## src/rtl/ascon_aead128_driver_pkg.sv

```systemverilog
// Shared types and sizing for the ASCON-AEAD128 message driver.
package ascon_aead128_driver_pkg;

   localparam int BLK_W          = 128;
   localparam int CNT_W          = 8;
   localparam int OUT_FIFO_DEPTH = 2;

   typedef enum logic [2:0] {
      IDLE,
      LAUNCH,
      AD_PH,
      DB_PH,
      TAG_WAIT
   } drv_state_t;

   // A message needs at least one DB block after AD, or two DB blocks when there is no AD.
   function automatic logic desc_legal(input logic [CNT_W-1:0] ad_cnt,
                                       input logic [CNT_W-1:0] db_cnt);
      return ((ad_cnt != '0) && (db_cnt != '0)) ||
             ((ad_cnt == '0) && (db_cnt >= CNT_W'(2)));
   endfunction

endpackage

```

## src/rtl/ascon_blk_fifo.sv

```systemverilog
// Small show-ahead block FIFO; head entry is visible on dout_o whenever not empty.
module ascon_blk_fifo #(
   parameter int DEPTH = 2,
   parameter int WIDTH = 128,
   parameter int CW    = $clog2(DEPTH + 1)
) (
   input  logic             clk,
   input  logic             rst_n,
   input  logic             push_i,
   input  logic [WIDTH-1:0] din_i,
   input  logic             pop_i,
   output logic [WIDTH-1:0] dout_o,
   output logic             empty_o,
   output logic             full_o,
   output logic [CW-1:0]    count_o
);

   localparam int AW = (DEPTH > 1) ? $clog2(DEPTH) : 1;

   logic [WIDTH-1:0] mem_q [DEPTH];
   logic [AW-1:0]    wr_ptr_q;
   logic [AW-1:0]    rd_ptr_q;
   logic [CW-1:0]    count_q;
   logic             do_push;
   logic             do_pop;

   function automatic logic [AW-1:0] ptr_inc(input logic [AW-1:0] p);
      return (p == AW'(DEPTH - 1)) ? '0 : p + AW'(1);
   endfunction

   assign do_pop  = pop_i && (count_q != '0);
   assign do_push = push_i && (count_q != CW'(DEPTH));

   // Storage array, written only on an accepted push.
   always_ff @(posedge clk) begin
      if (do_push) begin
         mem_q[wr_ptr_q] <= din_i;
      end
   end

   // Pointers and occupancy; a simultaneous push and pop leaves the count unchanged.
   always_ff @(posedge clk) begin
      if (!rst_n) begin
         wr_ptr_q <= '0;
         rd_ptr_q <= '0;
         count_q  <= '0;
      end else begin
         if (do_push) begin
            wr_ptr_q <= ptr_inc(wr_ptr_q);
         end
         if (do_pop) begin
            rd_ptr_q <= ptr_inc(rd_ptr_q);
         end
         if (do_push && !do_pop) begin
            count_q <= count_q + CW'(1);
         end else if (do_pop && !do_push) begin
            count_q <= count_q - CW'(1);
         end
      end
   end

   assign empty_o = (count_q == '0);
   assign full_o  = (count_q == CW'(DEPTH));
   assign count_o = count_q;
   assign dout_o  = empty_o ? '0 : mem_q[rd_ptr_q];

endmodule

```

## src/rtl/ascon_aead128_driver.sv

```systemverilog
// Sequences one AEAD message through an ASCON-128 core: AD blocks, DB blocks, then the tag.
module ascon_aead128_driver
   import ascon_aead128_driver_pkg::*;
(
   input  logic             clk,
   input  logic             rst_n,
   input  logic             cmd_valid_i,
   output logic             cmd_ready_o,
   input  logic [CNT_W-1:0] cmd_ad_cnt_i,
   input  logic [CNT_W-1:0] cmd_db_cnt_i,
   input  logic             ad_valid_i,
   output logic             ad_ready_o,
   input  logic [BLK_W-1:0] ad_data_i,
   input  logic             db_valid_i,
   output logic             db_ready_o,
   input  logic [BLK_W-1:0] db_data_i,
   output logic             out_valid_o,
   input  logic             out_ready_i,
   output logic [BLK_W-1:0] out_data_o,
   output logic             tag_valid_o,
   input  logic             tag_ready_i,
   output logic [BLK_W-1:0] tag_data_o,
   output logic             core_start_o,
   output logic             core_valid_ad_o,
   output logic             core_valid_db_in_o,
   output logic [BLK_W-1:0] core_din_o,
   input  logic             core_ready_i,
   input  logic             core_valid_db_out_i,
   input  logic             core_valid_tag_i,
   input  logic [BLK_W-1:0] core_dout_i,
   output logic             done_o,
   output logic             err_o
);

   localparam int FCW = $clog2(OUT_FIFO_DEPTH + 1);

   drv_state_t       state_q, state_d;
   logic [CNT_W-1:0] ad_left_q, db_left_q;
   logic [FCW-1:0]   inflight_q;
   logic [FCW-1:0]   fifo_count;
   logic             fifo_empty, fifo_full;
   logic             issued_q, start_q, vad_q, vdb_q;
   logic [BLK_W-1:0] din_q, tag_q;
   logic             tag_valid_q, tag_acc_q, done_q, err_q;
   logic             issue_ad, issue_db, cmd_legal, out_room, tag_fire, finish;

   assign cmd_legal = desc_legal(cmd_ad_cnt_i, cmd_db_cnt_i);
   assign tag_fire  = tag_valid_q && tag_ready_i;
   assign finish    = (state_q == TAG_WAIT) && tag_acc_q && fifo_empty;
   // Buffered plus outstanding DB results must always fit in the out FIFO.
   assign out_room  = ({1'b0, fifo_count} + {1'b0, inflight_q}) < (FCW + 1)'(OUT_FIFO_DEPTH);

   // State register.
   always_ff @(posedge clk) begin
      if (!rst_n) state_q <= IDLE;
      else        state_q <= state_d;
   end

   // Next-state decision.
   always_comb begin
      state_d = state_q;
      unique case (state_q)
         IDLE:     if (cmd_valid_i && cmd_legal) state_d = LAUNCH;
         LAUNCH:   if (core_ready_i) state_d = (ad_left_q != '0) ? AD_PH : DB_PH;
         AD_PH:    if (issue_ad && (ad_left_q == CNT_W'(1))) state_d = DB_PH;
         DB_PH:    if (issue_db && (db_left_q == CNT_W'(1))) state_d = TAG_WAIT;
         TAG_WAIT: if (finish) state_d = IDLE;
         default:  state_d = IDLE;
      endcase
   end

   // Handshake outputs and issue decisions; at most one issue every other cycle.
   always_comb begin
      cmd_ready_o = (state_q == IDLE);
      issue_ad    = (state_q == AD_PH) && core_ready_i && ad_valid_i && !issued_q &&
                    (ad_left_q != '0);
      issue_db    = (state_q == DB_PH) && core_ready_i && db_valid_i && !issued_q &&
                    (db_left_q != '0) && out_room;
      ad_ready_o  = issue_ad;
      db_ready_o  = issue_db;
   end

   // Core-facing pulses, block counters and the start strobe.
   always_ff @(posedge clk) begin
      if (!rst_n) begin
         vad_q     <= 1'b0;
         vdb_q     <= 1'b0;
         issued_q  <= 1'b0;
         din_q     <= '0;
         ad_left_q <= '0;
         db_left_q <= '0;
         start_q   <= 1'b0;
         err_q     <= 1'b0;
      end else begin
         vad_q    <= issue_ad;
         vdb_q    <= issue_db;
         issued_q <= issue_ad || issue_db;
         err_q    <= cmd_ready_o && cmd_valid_i && !cmd_legal;
         if (issue_ad)      din_q <= ad_data_i;
         else if (issue_db) din_q <= db_data_i;
         if (cmd_ready_o && cmd_valid_i) begin
            ad_left_q <= cmd_ad_cnt_i;
            db_left_q <= cmd_db_cnt_i;
         end else begin
            if (issue_ad) ad_left_q <= ad_left_q - CNT_W'(1);
            if (issue_db) db_left_q <= db_left_q - CNT_W'(1);
         end
         // Start drops together with the pulse carrying the final DB block.
         if (cmd_ready_o && cmd_valid_i && cmd_legal)       start_q <= 1'b1;
         else if (issue_db && (db_left_q == CNT_W'(1)))    start_q <= 1'b0;
      end
   end

   // In-flight DB tracking, tag holding register and completion pulse.
   always_ff @(posedge clk) begin
      if (!rst_n) begin
         inflight_q  <= '0;
         tag_q       <= '0;
         tag_valid_q <= 1'b0;
         tag_acc_q   <= 1'b0;
         done_q      <= 1'b0;
      end else begin
         if (issue_db && !core_valid_db_out_i) begin
            inflight_q <= inflight_q + FCW'(1);
         end else if (!issue_db && core_valid_db_out_i && (inflight_q != '0)) begin
            inflight_q <= inflight_q - FCW'(1);
         end
         if (core_valid_tag_i) begin
            tag_q       <= core_dout_i;
            tag_valid_q <= 1'b1;
         end else if (tag_fire) begin
            tag_valid_q <= 1'b0;
         end
         if (finish)        tag_acc_q <= 1'b0;
         else if (tag_fire) tag_acc_q <= 1'b1;
         done_q <= finish;
      end
   end

   ascon_blk_fifo #(
      .DEPTH (OUT_FIFO_DEPTH),
      .WIDTH (BLK_W),
      .CW    (FCW)
   ) u_out_fifo (
      .clk     (clk),
      .rst_n   (rst_n),
      .push_i  (core_valid_db_out_i),
      .din_i   (core_dout_i),
      .pop_i   (out_valid_o && out_ready_i),
      .dout_o  (out_data_o),
      .empty_o (fifo_empty),
      .full_o  (fifo_full),
      .count_o (fifo_count)
   );

   // The credit check above makes a result beat into a full FIFO impossible.
   assert property (@(posedge clk) disable iff (!rst_n) core_valid_db_out_i |-> !fifo_full);

   assign out_valid_o        = !fifo_empty;
   assign tag_valid_o        = tag_valid_q;
   assign tag_data_o         = tag_q;
   assign core_start_o       = start_q;
   assign core_valid_ad_o    = vad_q;
   assign core_valid_db_in_o = vdb_q;
   assign core_din_o         = din_q;
   assign done_o             = done_q;
   assign err_o              = err_q;

endmodule

```

## config.mk

```make
export PLATFORM = sky130hd
export DESIGN_NAME = ascon_aead128_driver
export DESIGN_NICKNAME = d
export VERILOG_FILES = /design/src/rtl/ascon_aead128_driver_pkg.sv /design/src/rtl/ascon_blk_fifo.sv /design/src/rtl/ascon_aead128_driver.sv
export SDC_FILE = /design/constraint.sdc
export NUM_CORES = 1
export LEC_CHECK = 0
export CORE_AREA = 5 5 309 311
export CTS_BUF_LIST = sky130_fd_sc_hd__clkbuf_4 sky130_fd_sc_hd__clkbuf_8
export DETAILED_ROUTE_END_ITERATION = 12
export DIE_AREA = 0 0 314 316
export HOLD_SLACK_MARGIN = 0.06
export PLACE_DENSITY = 0.54
export SYNTH_ARGS = -nofsm -noshare
export SYNTH_HDL_FRONTEND = slang
export SYNTH_SLANG_ARGS = --single-unit
```

## constraint.sdc

```tcl
create_clock -name clk -period 18.92 [get_ports clk]
set_input_delay 3.784 -clock clk [delete_from_list [all_inputs] [get_ports clk]]
set_output_delay 3.784 -clock clk [all_outputs]
set_load 0.01 [all_outputs]
```

==> flow_metrics.env, run 1 <==
export IMPL_layout_commonest_cell="clkdlybuf4s50_1"
export IMPL_ys_flop_type="dfxtp_1"
export IMPL_hold_buffers=0
export IMPL_critPathMaxStageDelay_ns=0.66
export IMPL_syn_inst=1885
export IMPL_drive_above_1_share=0.0740
export IMPL_grt_pass1_wl_mm=117
export IMPL_grtUsageMet3=0.0629
export IMPL_cts_made_buffers=100
export IMPL_drt_iter0_markers=957
export IMPL_setup_tns_ns=0
export IMPL_min_delay_path_class="flip-flop to flip-flop"
export IMPL_critPathRequiredTime_ns=15.14
export IMPL_root_buffer="clkbuf_8"
export IMPL_status="finished clean"
export IMPL_clk_latency_ns=0.73
export IMPL_nets=3086
export IMPL_start_kind="primary input"
export IMPL_ys_seq_elements=546
export IMPL_wl_per_cell_um=20.9
export IMPL_cts_tree="built"
export IMPL_gp_congestion=0.845
export IMPL_htree_levels=3
export IMPL_antenna_found_initial=38
export IMPL_worstPathMaxFanout=50
export IMPL_grt_pass1_vias=17255
export IMPL_max_cap_violations=0
export IMPL_fin_crit_ns=10.47
export IMPL_rrSetupSlack_ns=14.57
export IMPL_hold_violations=0
export IMPL_fillCellCount=9408
export IMPL_synth_seq_area_share=0.637
export IMPL_async_flop_share=0
export IMPL_initial_utilization=0.229
export IMPL_vias=17251
export IMPL_p_per_area_mw_per_mm2=111
export IMPL_post_cts_resized=0
export IMPL_grt_max_degree=267
export IMPL_dp_hpwl_mm=59.2
export IMPL_post_cts_setup_buffer_count=0
export IMPL_slew_violations=0
export IMPL_synth_edf_count=256
export IMPL_cellLeakagePower_nw=11.4
export IMPL_met2_usage=0.272
export IMPL_synth_area_mm2=0.0212
export IMPL_cts_reportedPaths_clkPinSlew_ns=0.06
export IMPL_worst_slew_pin_slew_ns=1.15
export IMPL_cts_sinks=546
export IMPL_avgViaCountPerCell=4.35
export IMPL_rows=112
export IMPL_crit_chain="clkdlybuf4s50_1, and4bb_2, and3_1, nand2_4, inv_4, clkdlybuf4s50_1"
export IMPL_drt_total_wl_mm=83.0
export IMPL_cp_common_cell="clkdlybuf4s50_1"
export IMPL_io_buffers=803
export IMPL_slowest_stage="clkdlybuf4s50_1"
export IMPL_slew_headroom=0.224
export IMPL_peakVddDrop_mv=0.0579
export IMPL_overflow=0
export IMPL_synth_distinct_cells=54
export IMPL_crit_path_end_kind="output pin"
export IMPL_die_h_um=316
export IMPL_dr_pass1_iters=4
export IMPL_finalSetupViolations=0
export IMPL_grt_use_met1=0.173
export IMPL_grt_busiest_layer="met2"
export IMPL_critPathKind="primary input to output pin"
export IMPL_dieWidth_um=314
export IMPL_cts_buffer_depth=3
export IMPL_syn_mean_instance_area_um2=11.2
export IMPL_grt_setup_unrepaired="false"
export IMPL_fin_worst_skew_ns=0.0424
export IMPL_timing_fmax_mhz=95.5
export IMPL_syn_to_final_growth_pct=53.2
export IMPL_die_area_mm2=0.0992
export IMPL_ioPinCount=804
export IMPL_cp_arrival_ns=6.68
export IMPL_yosys_warnings=0
export IMPL_synth_nets=2301
export IMPL_final_antenna_net_count=0
export IMPL_core_mm2=0.0925
export IMPL_fin_crit_sh=0.553
export IMPL_drcViolationCount=0
export IMPL_p_total_w=0.00361
export IMPL_final_cell_mix="clkdlybuf4s50_1 (801), dfxtp_1 (289), nor2_1 (277)"
export IMPL_grtUsageTotal=0.157
==> routing by layer <==
layer	vias to the layer above	routed length, µm	share of wire
li1	8265	-	-
met1	8143	31600	0.38
met2	678	41300	0.50
met3	145	7710	0.093
met4	20	2330	0.028
met5	-	133	0.0016
==> sequential cells by signal (all words and copies together) (netlist names), named ones only <==
name	count
err_o	1
done_o	1
tag_valid_o	1
u_out_fifo.count_o	2
core_din_o	128
u_out_fifo.rd_ptr_q	1
u_out_fifo.mem_q	256
core_start_o	1
core_valid_db_in_o	1
inflight_q	2
db_left_q	8
core_valid_ad_o	1
issued_q	1
u_out_fifo.wr_ptr_q	1
tag_acc_q	1
state_q	3
tag_data_o	128
ad_left_q	8
==> kinds of logic (layout without fill, tap and decap cells) <==
logic type	after synthesis	in the layout	synth area share
simple gates	606	606	0.116
buf+inv	150	1021	0.0327
other cells	0	14	0
mux	259	259	0.122
compound gates	309	309	0.0839
fa+ha+maj	6	6	0.00390
xor+xnor	9	9	0.00372
flops	546	546	0.637
==> cell type report <==
cell class | instances | area (µm²) | area share
repair buffers | 819 | 8170 | 0.252
flip-flops and latches | 546 | 13500 | 0.416
diodes | 14 | 35.0 | 0.00108
inverters | 14 | 60.1 | 0.00185
well taps | 1197 | 1500 | 0.0461
clock buffers | 141 | 1770 | 0.0544
multi-input cells | 1189 | 7020 | 0.216
clock inverters | 47 | 414 | 0.0128
==> final timing paths <==
check                              from        endpoint  depth (start not counted)
setup reg to reg  u_out_fifo.count_o[0]  core_din_o[98]                         10
hold / removal           core_din_o[29]  core_din_o[29]                          2
setup / recovery             db_valid_i      db_ready_o                          6
hold reg to reg          core_din_o[29]  core_din_o[29]                          2
==> critical path, delay by kind of cell <==
kind	cells	cell delay (ns)
buffers and inverters	3	1.80
and+or+nand+nor	3	1.03
==> synthesized netlist by cell type (3+ instances only) <==
master | instances | area share
buf_1 | 12 | 0.0021
ha_1 | 5 | 0.0030
inv_2 | 3 | 0.00053
o21ai_1 | 7 | 0.0017
nand2_1 | 267 | 0.047
a21oi_1 | 20 | 0.0047
buf_2 | 50 | 0.012
or4_1 | 6 | 0.0021
dfxtp_1 | 290 | 0.27
a31oi_1 | 132 | 0.039
xor2_1 | 8 | 0.0033
a22oi_1 | 3 | 0.0011
mux2i_1 | 259 | 0.12
clkbuf_1 | 58 | 0.010
o21ai_0 | 134 | 0.032
buf_4 | 14 | 0.0050
edfxtp_1 | 256 | 0.36
inv_1 | 11 | 0.0019
or3_1 | 6 | 0.0018
nand3_1 | 13 | 0.0031
nor3_1 | 8 | 0.0019
nor2_1 | 280 | 0.050
==> metrics by stage <==
step                hold slack [ns]  setup slack [ns]  area [µm²]   util  instances
floorplan                     0.437              9.00       21200      -       1885
global placement              0.459              8.38       30200  0.327       3765
detailed placement            0.465              8.36       30200  0.327       3765
CTS                           0.477              8.35       32400  0.351       3953
global route                  0.485              8.26       32400  0.351       3963
finish                        0.475              8.45       32500  0.351       3967
==> power by group <==
group	internal (W)	switching [W]	total [W]
Combinational	0.000466	0.000495	0.000960
Sequential	0.00137	0.0000514	0.00142
Clock	0.000691	0.000532	0.00122
Power figures use the tool's default switching activity.
==> run 2, diff against run 1 <==
==> constraint.sdc (replaced) <==
create_clock -name clk -period 10.5 [get_ports clk]
set_input_delay 2.1 -clock clk [delete_from_list [all_inputs] [get_ports clk]]
set_output_delay 2.1 -clock clk [all_outputs]
set_load 0.01 [all_outputs]
==> run 2 against run 1 <==
- wire length fell by 0.65%
- via count is 0.73% higher
- clock power rose by 73%
- sequential share of layout area rose by 0.082 points
- setup slack got worse by 5.3 ns
- clock-buffer cell count increased by 12
- largest cell class unchanged
==> flow_metrics.env, run 2 (synthesis gave the netlist of run 1 again) <==
export IMPL_dp_hpwl_mm=58.4
export IMPL_setup_tns_ns=0
export IMPL_drive_above_1_share=0.0741
export IMPL_rrSetupSlack_ns=6.23
export IMPL_setup_worst_path_end="db_ready_o"
export IMPL_timing_fmax_mhz=137
export IMPL_cellLeakagePower_nw=11.4
export IMPL_die_h_um=316
export IMPL_slew_violations=0
export IMPL_largest_reg_flops=256
export IMPL_crit_path_end_kind="output pin"
export IMPL_layout_commonest_cell="clkdlybuf4s50_1"
export IMPL_critPathKind="primary input to output pin"
export IMPL_cts_sinks=546
export IMPL_root_buffer="clkbuf_8"
export IMPL_grt_pass1_vias=17195
export IMPL_critPathMaxStageDelay_ns=0.74
export IMPL_avgViaCountPerCell=4.38
export IMPL_slowest_stage="clkdlybuf4s50_1"
export IMPL_start_kind="primary input"
export IMPL_grt_setup_unrepaired="false"
export IMPL_gp_congestion=0.870
export IMPL_placed_cell_area_mm2=0.0303
export IMPL_hold_buffers=0
export IMPL_status="finished clean"
export IMPL_slew_headroom=0.144
export IMPL_ioPinCount=804
export IMPL_drt_total_wl_mm=82.5
export IMPL_initial_utilization=0.229
export IMPL_syn_to_final_growth_pct=52.9
export IMPL_max_cap_violations=0
export IMPL_overflow=0
export IMPL_min_delay_path_class="flip-flop to flip-flop"
export IMPL_die_area_mm2=0.0992
export IMPL_dr_pass1_iters=7
export IMPL_grtUsageTotal=0.156
export IMPL_drcViolationCount=0
export IMPL_timing_rr_end="core_din_o[103]"
export IMPL_top_register="u_out_fifo.mem_q"
export IMPL_hold_violations=0
export IMPL_final_antenna_net_count=0
export IMPL_crit_path_start="db_valid_i"
export IMPL_post_cts_setup_buffer_count=0
export IMPL_wl_per_cell_um=20.8
export IMPL_p_per_area_mw_per_mm2=198
export IMPL_rr_worst_depth=9
export IMPL_finalInstanceArea_mm2=0.0324
export IMPL_rows=112
export IMPL_cp_arrival_ns=5.21
export IMPL_drt_iter0_markers=964
export IMPL_cts_buffer_depth=3
export IMPL_critPathRequiredTime_ns=8.40
export IMPL_fillCellCount=9344
export IMPL_peakVddDrop_mv=0.0997
export IMPL_nets=3082
export IMPL_r2r_start="u_out_fifo.count_o[0]"
export IMPL_fin_crit_sh=0.696
export IMPL_worstPathMaxFanout=62
export IMPL_vias=17377
export IMPL_dieWidth_um=314
export IMPL_grt_pass1_wl_mm=116
export IMPL_cts_made_buffers=98
export IMPL_post_cts_resized=0
export IMPL_fin_crit_ns=7.31
export IMPL_final_cell_mix="clkdlybuf4s50_1 (801), dfxtp_1 (289), nor2_1 (277)"
export IMPL_io_buffers=803
export IMPL_worst_slew_pin_slew_ns=1.28
export IMPL_clk_latency_ns=0.69
export IMPL_crit_chain="clkdlybuf4s50_1, and4bb_2, and3_1, nand2_4, inv_4, clkdlybuf4s50_1"
export IMPL_cts_tree="built"
export IMPL_htree_levels=3
export IMPL_cts_reportedPaths_clkPinSlew_ns=0.06
export IMPL_antenna_found_initial=33
export IMPL_grt_max_degree=239
export IMPL_cp_common_cell="clkdlybuf4s50_1"
export IMPL_core_mm2=0.0925
export IMPL_finalSetupViolations=0
export IMPL_fin_worst_skew_ns=0.0429
[run 2: cell types whose count changed in the layout (fill, tap and decap cells not counted)]
cell        before  now
inv_12           2    1
clkbuf_8       114  113
buf_4           16   12
clkinv_1        19   15
inv_8            2    3
clkinvlp_4       4    2
buf_12           1    3
bufinv_16        6    3
clkinv_2        12    9
clkbuf_4        28   41
inv_6            3    1
[run 2: metal layers]
metal | wire (µm) | track usage | vias up
met1 | 30700 | 0.171 | 8187
met5 | 104 | 0 | -
li1 | - | - | 8256
met2 | 40900 | 0.270 | 760
met3 | 8400 | 0.0686 | 156
met4 | 2360 | 0.0565 | 18
[run 2: area by class of cell]
type / count / area [µm²] / share of cell area
repair buffers: 817 / 8180 / 0.253
clock inverters: 33 / 256 / 0.00792
multi-input cells: 1189 / 7020 / 0.217
diodes: 14 / 35.0 / 0.00108
well taps: 1197 / 1500 / 0.0462
inverters: 14 / 60.1 / 0.00185
flip-flops and latches: 546 / 13500 / 0.417
clock buffers: 153 / 1850 / 0.0571
[run 2: worst max-delay path: cells and delay by family]
| kind | cells | cell delay (ns) |
|---|---|---|
| AND/OR/NAND/NOR | 3 | 1.09 |
| buffers and inverters | 3 | 1.94 |
[run 2: worst min-delay path by stage]
stage          slack, ns  depth (start not counted)       startpoint              end
2_1_floorplan       0.44                          2        tag_acc_q           done_o
3_3_place_gp        0.46                          2  core_din_o[121]  core_din_o[121]
3_5_place_dp        0.46                          2   core_din_o[15]   core_din_o[15]
4_1_cts             0.47                          2   core_din_o[15]   core_din_o[15]
5_1_grt             0.49                          2   core_din_o[43]   core_din_o[43]
6_report            0.47                          2   core_din_o[10]   core_din_o[10]
[run 2: through the flow]
stage / instances / util / power (W) / setup slack [ns] / hold slack (ns)
final: 3963 / 0.350 / 0.00641 / 3.19 / 0.470
after CTS: 3949 / 0.350 / 0.00656 / 3.07 / 0.473
after global placement: 3763 / 0.327 / 0.00439 / 3.10 / 0.459
after floorplan: 1885 / - / 0.00339 / 2.26 / 0.437
after global routing: 3957 / 0.350 / 0.00676 / 2.97 / 0.489
after detailed placement: 3763 / 0.327 / 0.00439 / 3.07 / 0.462
[run 2: power breakdown]
| part | leakage, nW | internal (W) | switching, W |
|---|---|---|---|
| clock network | 1.12 | 0.00120 | 0.000911 |
| logic | 5.48 | 0.000844 | 0.000894 |
| registers | 4.76 | 0.00247 | 0.0000902 |
